===== src/rtl/hazard_pkg.sv =====
// hazard_pkg: shared FSM state and forwarding-select encodings for the hazard controller
package hazard_pkg;
    typedef enum logic [1:0] {RUN, WAIT, ERROR} state_t;
    localparam logic [1:0] FWD_RF  = 2'b00;
    localparam logic [1:0] FWD_WB  = 2'b01;
    localparam logic [1:0] FWD_MEM = 2'b10;
endpackage


===== src/rtl/forward_sel.sv =====
// forward_sel: E-stage operand bypass select, Memory stage wins over Writeback
module forward_sel
    import hazard_pkg::*;
(
    input  logic [4:0] RsE,
    input  logic [4:0] RdM,
    input  logic       RegWriteM,
    input  logic [4:0] RdW,
    input  logic       RegWriteW,
    output logic [1:0] ForwardE
);
    logic w_hit_m;
    logic w_hit_w;
    always_comb begin
        w_hit_m  = RegWriteM && (RdM != 5'd0) && (RdM == RsE);
        w_hit_w  = RegWriteW && (RdW != 5'd0) && (RdW == RsE);
        ForwardE = w_hit_m ? FWD_MEM : w_hit_w ? FWD_WB : FWD_RF;
    end
endmodule


===== src/rtl/pipeline_hazard_ctrl.sv =====
// pipeline_hazard_ctrl: stall/flush/forward control, memory-wait FSM with timeout, perf counters
module pipeline_hazard_ctrl
    import hazard_pkg::*;
#(
    parameter int TIMEOUT = 255,
    parameter int CNTW    = 32
) (
    input  logic            clk,
    input  logic            reset,
    input  logic [4:0]      Rs1D,
    input  logic [4:0]      Rs2D,
    input  logic [4:0]      Rs1E,
    input  logic [4:0]      Rs2E,
    input  logic [4:0]      RdE,
    input  logic            ResultSrcE0,
    input  logic            PCSrcE,
    input  logic [4:0]      RdM,
    input  logic            RegWriteM,
    input  logic [4:0]      RdW,
    input  logic            RegWriteW,
    input  logic            MemReqM,
    input  logic            MemReadyM,
    input  logic            ClrCnt,
    output logic            StallF,
    output logic            StallD,
    output logic            StallE,
    output logic            StallM,
    output logic            FlushD,
    output logic            FlushE,
    output logic            FlushW,
    output logic [1:0]      ForwardAE,
    output logic [1:0]      ForwardBE,
    output logic            MemErr,
    output logic [CNTW-1:0] StallCnt,
    output logic [CNTW-1:0] FlushCnt
);
    localparam int WW = $clog2(TIMEOUT + 1);
    state_t         r_state;
    logic [WW-1:0]  r_wait;
    logic [CNTW-1:0] r_stall_cnt;
    logic [CNTW-1:0] r_flush_cnt;
    logic           w_lw;
    logic           w_mem_stall;
    forward_sel u_fwd_a (
        .RsE(Rs1E), .RdM(RdM), .RegWriteM(RegWriteM), .RdW(RdW), .RegWriteW(RegWriteW), .ForwardE(ForwardAE)
    );
    forward_sel u_fwd_b (
        .RsE(Rs2E), .RdM(RdM), .RegWriteM(RegWriteM), .RdW(RdW), .RegWriteW(RegWriteW), .ForwardE(ForwardBE)
    );
    // A frozen pipeline must not flush: the taken branch stays in D/E and acts after release
    always_comb begin
        w_lw        = ResultSrcE0 && (RdE != 5'd0) && ((RdE == Rs1D) || (RdE == Rs2D));
        w_mem_stall = (r_state == ERROR) || ((r_state == WAIT) && !MemReadyM) ||
                      ((r_state == RUN) && MemReqM && !MemReadyM);
        StallF      = w_mem_stall || w_lw;
        StallD      = w_mem_stall || w_lw;
        StallE      = w_mem_stall;
        StallM      = w_mem_stall;
        FlushW      = w_mem_stall;
        FlushD      = !w_mem_stall && PCSrcE;
        FlushE      = !w_mem_stall && (w_lw || PCSrcE);
    end
    assign MemErr   = (r_state == ERROR);
    assign StallCnt = r_stall_cnt;
    assign FlushCnt = r_flush_cnt;
    always_ff @(posedge clk or negedge reset) begin
        if (!reset) begin
            r_state     <= RUN;
            r_wait      <= '0;
            r_stall_cnt <= '0;
            r_flush_cnt <= '0;
        end else begin
            if ((r_state == RUN) && MemReqM && !MemReadyM) begin
                r_state <= WAIT;
                r_wait  <= '0;
            end else if (r_state == WAIT) begin
                if (MemReadyM)
                    r_state <= RUN;
                else if (r_wait == WW'(TIMEOUT - 1))
                    r_state <= ERROR;
                else
                    r_wait <= r_wait + WW'(1);
            end
            if (ClrCnt)
                r_stall_cnt <= '0;
            else if (StallF && (r_stall_cnt != '1))
                r_stall_cnt <= r_stall_cnt + CNTW'(1);
            if (ClrCnt)
                r_flush_cnt <= '0;
            else if (FlushD && (r_flush_cnt != '1))
                r_flush_cnt <= r_flush_cnt + CNTW'(1);
        end
    end
endmodule


===== config.mk =====
export PLATFORM = sky130hd
export DESIGN_NAME = pipeline_hazard_ctrl
export DESIGN_NICKNAME = d
export VERILOG_FILES = /design/src/rtl/hazard_pkg.sv /design/src/rtl/forward_sel.sv /design/src/rtl/pipeline_hazard_ctrl.sv
export SDC_FILE = /design/constraint.sdc
export NUM_CORES = 1
export LEC_CHECK = 0
export CORE_ASPECT_RATIO = 0.75
export CORE_UTILIZATION = 49
export CTS_CLUSTER_DIAMETER = 80
export DETAILED_ROUTE_END_ITERATION = 6
export GPL_TIMING_DRIVEN = 0
export HOLD_SLACK_MARGIN = 0.12
export PLACE_DENSITY = 0.89
export SKIP_LAST_GASP = 1
export SYNTH_ARGS = -nofsm -noshare
export SYNTH_HDL_FRONTEND = slang
export SYNTH_SLANG_ARGS = --single-unit

===== constraint.sdc =====
create_clock -name clk -period 2.8 [get_ports clk]
set_clock_uncertainty 0.2 [all_clocks]
set_input_delay 0.28 -clock clk [delete_from_list [all_inputs] [get_ports clk]]
set_output_delay 0.28 -clock clk [all_outputs]
set_load 0.02 [all_outputs]

==> run_results.csv, run 1 <==
group,metric,value,unit
synthesis,synthSimpleGateAreaFrac,29.94,%
global_route,grt_max_degree,40,
synthesis,synth_fp_nets,515,
clocking,cts_sinks,74,
die,rows,29,
die,die_y,83.49,um
finish,area_delta_synth_final,39.89,%
global_route,gr-total-overflow,0,
min_path,hold_path_class,"in2reg",
global_route,grt_use_total,24.64,%
clocking,cts_tree,"done",
synthesis,synth_warnings,0,
timing,hold_slack,211.6,ps
clocking,clk_pin_slew,60,ps
power_and_ir_drop,peakVddDrop,0.3722,mV
die,die_area,9237,um^2
clocking,numCtsBuffers,9,
synthesis,synth_common_cells,"nor2_1 (76), dfrtp_1 (74), xor2_1 (49), xnor2_1 (41)",
die,die_x,110.6,um
route,vias_per_cell,5.621,
route,drt_pre_antenna_iters,5,
placement,place.gp.congestion,0.9010,
route,wl_per_cell,15.94,um
outcome,status,"complete, but fails checks",
synthesis,synth_top_area_share,42.69,%
synthesis,synth_top_family_by_area,"simple AND/OR/NAND/NOR gates",
global_route,grt_pass1_wl,18370,um
die,start_util,50.87,%
clocking,insertion_delay,330,ps
synthesis,synth.area.top_cells,"dfrtp_1 (43%), xor2_1 (9.9%), xnor2_1 (8.3%)",
finish,drive_above_1_share,7.769,%
critical_path,crit_arrival,2350,ps
synthesis,yosysSeqAreaShare,42.69,%
route,routed_wl,11370,um
timing,fmax,0.3528,GHz
timing,maxSlewHeadroom,46.84,%
synthesis,synth_most_common_cell,"nor2_1",
power_and_ir_drop,p_per_area,442.9,nW/um^2
synthesis,ys.flop_type,"dfrtp_1",
synthesis,synthMuxAreaShare,0.4615,%
synthesis,avgSynthCellArea,9.289,um^2
timing,worst_pin_slew,795.3,ps
timing,min_period_over_period,101.2,%
power_and_ir_drop,power.total,2687,uW
synthesis,async_flop_share,100.0,%
route,drc_errors,0,
timing,hold_viol_final,0,
synthesis,synth.distinct_cells,46,
placement,place_hpwl,8161,um
global_route,first_global_vias,3862,
critical_path,crit_type,"in2out",
finish,antennaDiodeCount,0,
finish,finalNetCount,649,
critical_path,path_max_fanout,7,
outcome,violations,"setup timing",
clocking,cts-root-buf,"clkbuf_16",
critical_path,crit_path_end_kind,"output pin",
clocking,htreeDepth,3,
timing,setup_viol,1,
synthesis,synthAdderAreaFrac,1.154,%
synthesis,synth-compound-area-share,4.586,%
synthesis,synth_edf_count,0,
die,boundaryPins,120,
synthesis,synth_cells,467,
route,vias,4008,
job,drv_cap,0,
critical_path,required,2320,ps
die,core_area,8527,um^2
synthesis,ys_seq_elements,74,
synthesis,synth_top_cell_by_area,"dfrtp_1",
power_and_ir_drop,p_leak,0.002462,uW
global_route,antenna_found_initial,0,
clocking,cts_buffer_depth,2,
synthesis,syn_area,4338,um^2
route,drtIter0Drc,234,
route,ant_nets,0,
timing,finalMaxSlewViolations,0,
timing,setup_tns,-34.85,ps
placement,portBuffers,118,
timing,grt_setup_unrepaired,"yes",
synthesis,synth_xor_area_share,18.17,%
timing,period_minus_slack,2835,ps
timing,worst_slack,-34.85,ps
critical_path,startpoint_type,"input port",
-- per-layer routing --
metal | vias up | part of all wire [%] | global-route usage, %
met5 | - | 0 | 0
met2 | 170 | 47 | 39.64
met3 | 19 | 6.7 | 5.955
li1 | 1899 | - | -
met1 | 1920 | 44 | 32.60
met4 | 0 | 1.9 | 8.727
-- stage by stage --
| stage | instance area (um^2) | util (%) | cells | setup WS, ps |
|---|---|---|---|---|
| finish | 6068 | 71.17 | 713 | -34.85 |
| global route | 6068 | 71.17 | 713 | -94.93 |
| CTS | 6003 | 70.40 | 709 | -70.03 |
| detailed placement | 5672 | 66.52 | 694 | -762.6 |
| global placement | 5654 | 66.31 | 693 | -1265 |
| floorplan | 4338 | - | 467 | 420.9 |
-- cells by family after synthesis --
group	after synthesis
xor+xnor	90
buf+inv	28
simple gates	237
fa+ha+maj	4
flops	74
mux	2
compound gates	32
-- cell type report --
| cell class | instances | area, um^2 |
|---|---|---|
| plain buffers | 18 | 106.4 |
| fillers | 595 | 2459 |
| well taps | 108 | 135.1 |
| inverters | 9 | 33.78 |
| repair buffers | 124 | 1239 |
| clock inverters | 4 | 76.32 |
| clock buffers | 11 | 242.7 |
| flip-flops and latches | 74 | 1852 |
| multi-input cells | 365 | 2384 |
-- sequential cells by signal (all words and copies together), names as in the netlist --
signal    count
FlushCnt     32
StallCnt     32
r_state       2
r_wait        8
-- critical path, stage by stage --
cell and delay, ps:
clkdlybuf4s50_1 470, or4_1 580, o21ai_2 200, o21a_2 230, buf_12 130, inv_1 50, buf_4 120, dlygate4sd2_1 310
-- cell usage in the layout, fill, tap and decap left out, drive strengths merged, types with 5 or more instances in the layout --
| cell type | netlist | layout |
|---|---|---|
| nand2 | 27 | 27 |
| o21ai | 13 | 13 |
| or4 | 7 | 7 |
| and2 | 5 | 5 |
| and4 | 8 | 8 |
| or3 | 10 | 10 |
| xor2 | 49 | 49 |
| nor3 | 16 | 16 |
| clkbuf | 8 | 20 |
| nand4 | 17 | 17 |
| buf | 11 | 16 |
| nor4b | 8 | 8 |
| inv | 9 | 9 |
| dfrtp | 74 | 74 |
| nand3 | 28 | 28 |
| clkdlybuf4s50 | 0 | 110 |
| a21oi | 10 | 10 |
| nor2 | 77 | 77 |
| and3 | 10 | 10 |
| xnor2 | 41 | 41 |
| nor4 | 17 | 17 |
-- final timing paths --
path | cells past startpoint | from | endpoint | slack (ps)
worst max-delay path | 8 | RdE[1] | StallF | -30
max in group asynchronous | 3 | reset | StallCnt[9] | 1580
worst min register to register | 2 | r_wait[6] | r_wait[6] | 350
min in group asynchronous | 2 | reset | StallCnt[26] | 250
worst min-delay path | 2 | ClrCnt | FlushCnt[14] | 210
worst max register to register | 7 | StallCnt[2] | StallCnt[23] | 200
-- timing repair --
action                                 CTS  global route
hold buffers                             1             0
pin swaps                                0             2
endpoints found under the hold margin   38             0
resized for setup                       10            12
setup endpoints to repair                5            12
setup buffers                            0             4
-- power by group --
part / internal (uW) / switching [uW] / leakage (uW)
Sequential: 1090 / 29.1 / 0.00103
Combinational: 161 / 176 / 0.00128
Clock: 801 / 428 / 0.000152
Total: 2060 / 632 / 0.00246
(Power assumes the default switching activity.)
==> inputs of run 2 (changes only) <==
- CORE_UTILIZATION: 49 -> 44
- PLACE_DENSITY: 0.89 -> 0.85
- clock period: 2.8 -> 2.6 ns (I/O delays scaled with it)
==> run 2 against run 1 <==
Net effect:
- the flow now finishes without violations
- total power increased by 2.8%
- non-clock buffer count did not move
- worst setup slack better by 72 ps
- global-route usage down 1.6 points
- die area is 11% higher
- critical path depth down 1
==> run_results.csv, run 2 (same netlist as run 1, synthesis figures left out) <==
group,metric,value,unit
placement,portBuffers,118,
clocking,cts_tree,"done",
job,drv_cap,0,
global_route,grt_pass1_wl,18390,um
route,drt_pre_antenna_iters,4,
finish,finalNetCount,649,
critical_path,path_max_fanout,6,
critical_path,path_depth,7,
critical_path,startpoint_type,"register",
route,ant_nets,0,
clocking,numCtsBuffers,9,
critical_path,regToRegEndpoint,"StallCnt[28]",
clocking,cts_sinks,74,
die,boundaryPins,120,
die,die_y,87.99,um
timing,hold_viol_final,0,
finish,post-route-util,66.02,%
placement,place.gp.congestion,0.8213,
timing,setup_viol,0,
global_route,grt-busiest-layer,"met2",
critical_path,crit_path_max_incr_delay,450,ps
power_and_ir_drop,cell_internal_pwr,2074,uW
critical_path,required,2580,ps
die,die_area,10260,um^2
timing,period_minus_slack,2563,ps
clocking,htreeDepth,3,
global_route,globalRouteMet3Util,5.952,%
global_route,gr-total-overflow,0,
route,vias_per_cell,5.482,
power_and_ir_drop,p_leak,0.002494,uW
timing,worst_pin_slew,824.5,ps
timing,min_period_over_period,98.58,%
clocking,clk_pin_slew,60,ps
power_and_ir_drop,pwr-share-seq,43.8,%
clocking,cts_buffer_depth,2,
finish,antennaDiodeCount,0,
critical_path,rr_startpoint,"StallCnt[0]",
global_route,met2_usage,37.39,%
outcome,status,"complete, no violations",
placement,place_hpwl,8309,um
global_route,use_met1,30.96,%
placement,dp.cells,714,
global_route,first_global_vias,3734,
critical_path,cp_slowest_cell,"dfrtp_1",
die,start_util,46.60,%
critical_path,crit_arrival,2540,ps
finish,layout_common_cells,"clkdlybuf4s50_1 (100), nor2_1 (73), dfrtp_1 (71)",
power_and_ir_drop,peakVddDrop,0.3188,mV
critical_path,cpLargestDelayFamily,"simple AND/OR/NAND/NOR gates",
route,drtIter0Drc,200,
route,routed_wl,11720,um
die,die_x,116.7,um
route,vias,4013,
critical_path,rrSetupSlack,40,ps
power_and_ir_drop,power_switching,688.2,uW
die,core_area,9309,um^2
power_and_ir_drop,p_per_area,449.5,nW/um^2
global_route,antenna_found_initial,0,
global_route,grt_use_total,23.02,%
timing,finalMaxSlewViolations,0,
timing,grt_setup_unrepaired,"yes",
power_and_ir_drop,power.total,2762,uW
power_and_ir_drop,pwr-share-comb,13.0,%
clocking,cts-root-buf,"clkbuf_16",
critical_path,cp-startpoint,"StallCnt[0]",
clocking,insertion_delay,330,ps
power_and_ir_drop,netSwitchingFraction,24.91,%
finish,fin_cells,732,
power_and_ir_drop,p_clk_share,43.2,%
critical_path,crit_type,"reg2reg",
route,wl_per_cell,16.01,um
timing,hold_slack,215.5,ps
critical_path,crit_path_end,"StallCnt[28]",
critical_path,critPathBufInv,0,
finish,area_delta_synth_final,41.68,%
critical_path,reg2regPathDepth,7,
critical_path,crit_path_end_kind,"register",
finish,final_common_cell,"clkdlybuf4s50_1",
min_path,hold_path_class,"in2async",
timing,maxSlewHeadroom,44.89,%
finish,drive_above_1_share,10.43,%
global_route,grt_max_degree,44,
die,rows,30,
route,drc_errors,0,
timing,fmax,0.3902,GHz
critical_path,crit_chain,"ha_1 > nand3_4 > or3_1 > or3_4 > nor4b_4 > xnor2_1 > nor2_1",
run 2: through the flow:
stage               worst slack, ps  area (um^2)  TNS [ps]
floorplan                     220.9         4338         0
global placement              -1459         5679   -115650
detailed placement           -838.5         5697    -10330
CTS                          -97.45         6026    -184.3
global route                 -135.4         6146    -786.5
finish                        36.90         6146         0
run 2: timing repair:
item	4_1_cts	5_1_grt
endpoints found under the hold margin	74	0
pin swaps	1	6
endpoints found under the setup margin	9	46
hold buffers	1	0
setup buffers	2	2
gates resized for setup	25	31
run 2: final cells by class:
cell class	instances	area (um^2)
inverters	9	33.78
fillers	760	3163
flip-flops and latches	74	1856
clock inverters	5	57.56
repair buffers	124	1252
multi-input cells	365	2455
well taps	128	160.2
clock buffers	9	225.2
plain buffers	18	106.4
run 2: worst min path at each step:
stage                     startpoint           end  slack [ps]  cells after the start
final                          reset  FlushCnt[13]         220                      2
after detailed placement       reset  FlushCnt[13]          30                      1
after global routing          ClrCnt   FlushCnt[1]         230                      2
after CTS                     ClrCnt  FlushCnt[14]         200                      2
after global placement     r_wait[6]     r_wait[6]         330                      2
after floorplan                reset   FlushCnt[0]        -240                      0
run 2: worst register-to-register path: stages (launching register included):
cell     delay [ps]
dfrtp_1         450
ha_1            290
nand3_4         130
or3_1           450
or3_4           400
nor4b_4         230
xnor2_1         170
nor2_1           90
run 2: power groups by stage:
stage / Combinational (uW) / Sequential, uW / Clock (uW)
finish: 359 / 1210 / 1190
global route: 392 / 1220 / 1270
CTS: 359 / 1210 / 1220
detailed placement: 347 / 1230 / 0
global placement: 333 / 1230 / 0
floorplan: 160 / 1230 / 0
run 2: metal layers:
layer,wire length [um],part of all wire (%)
met5,0,0
met4,86,0.73
met3,713,6.1
met2,5699,49
met1,5217,45
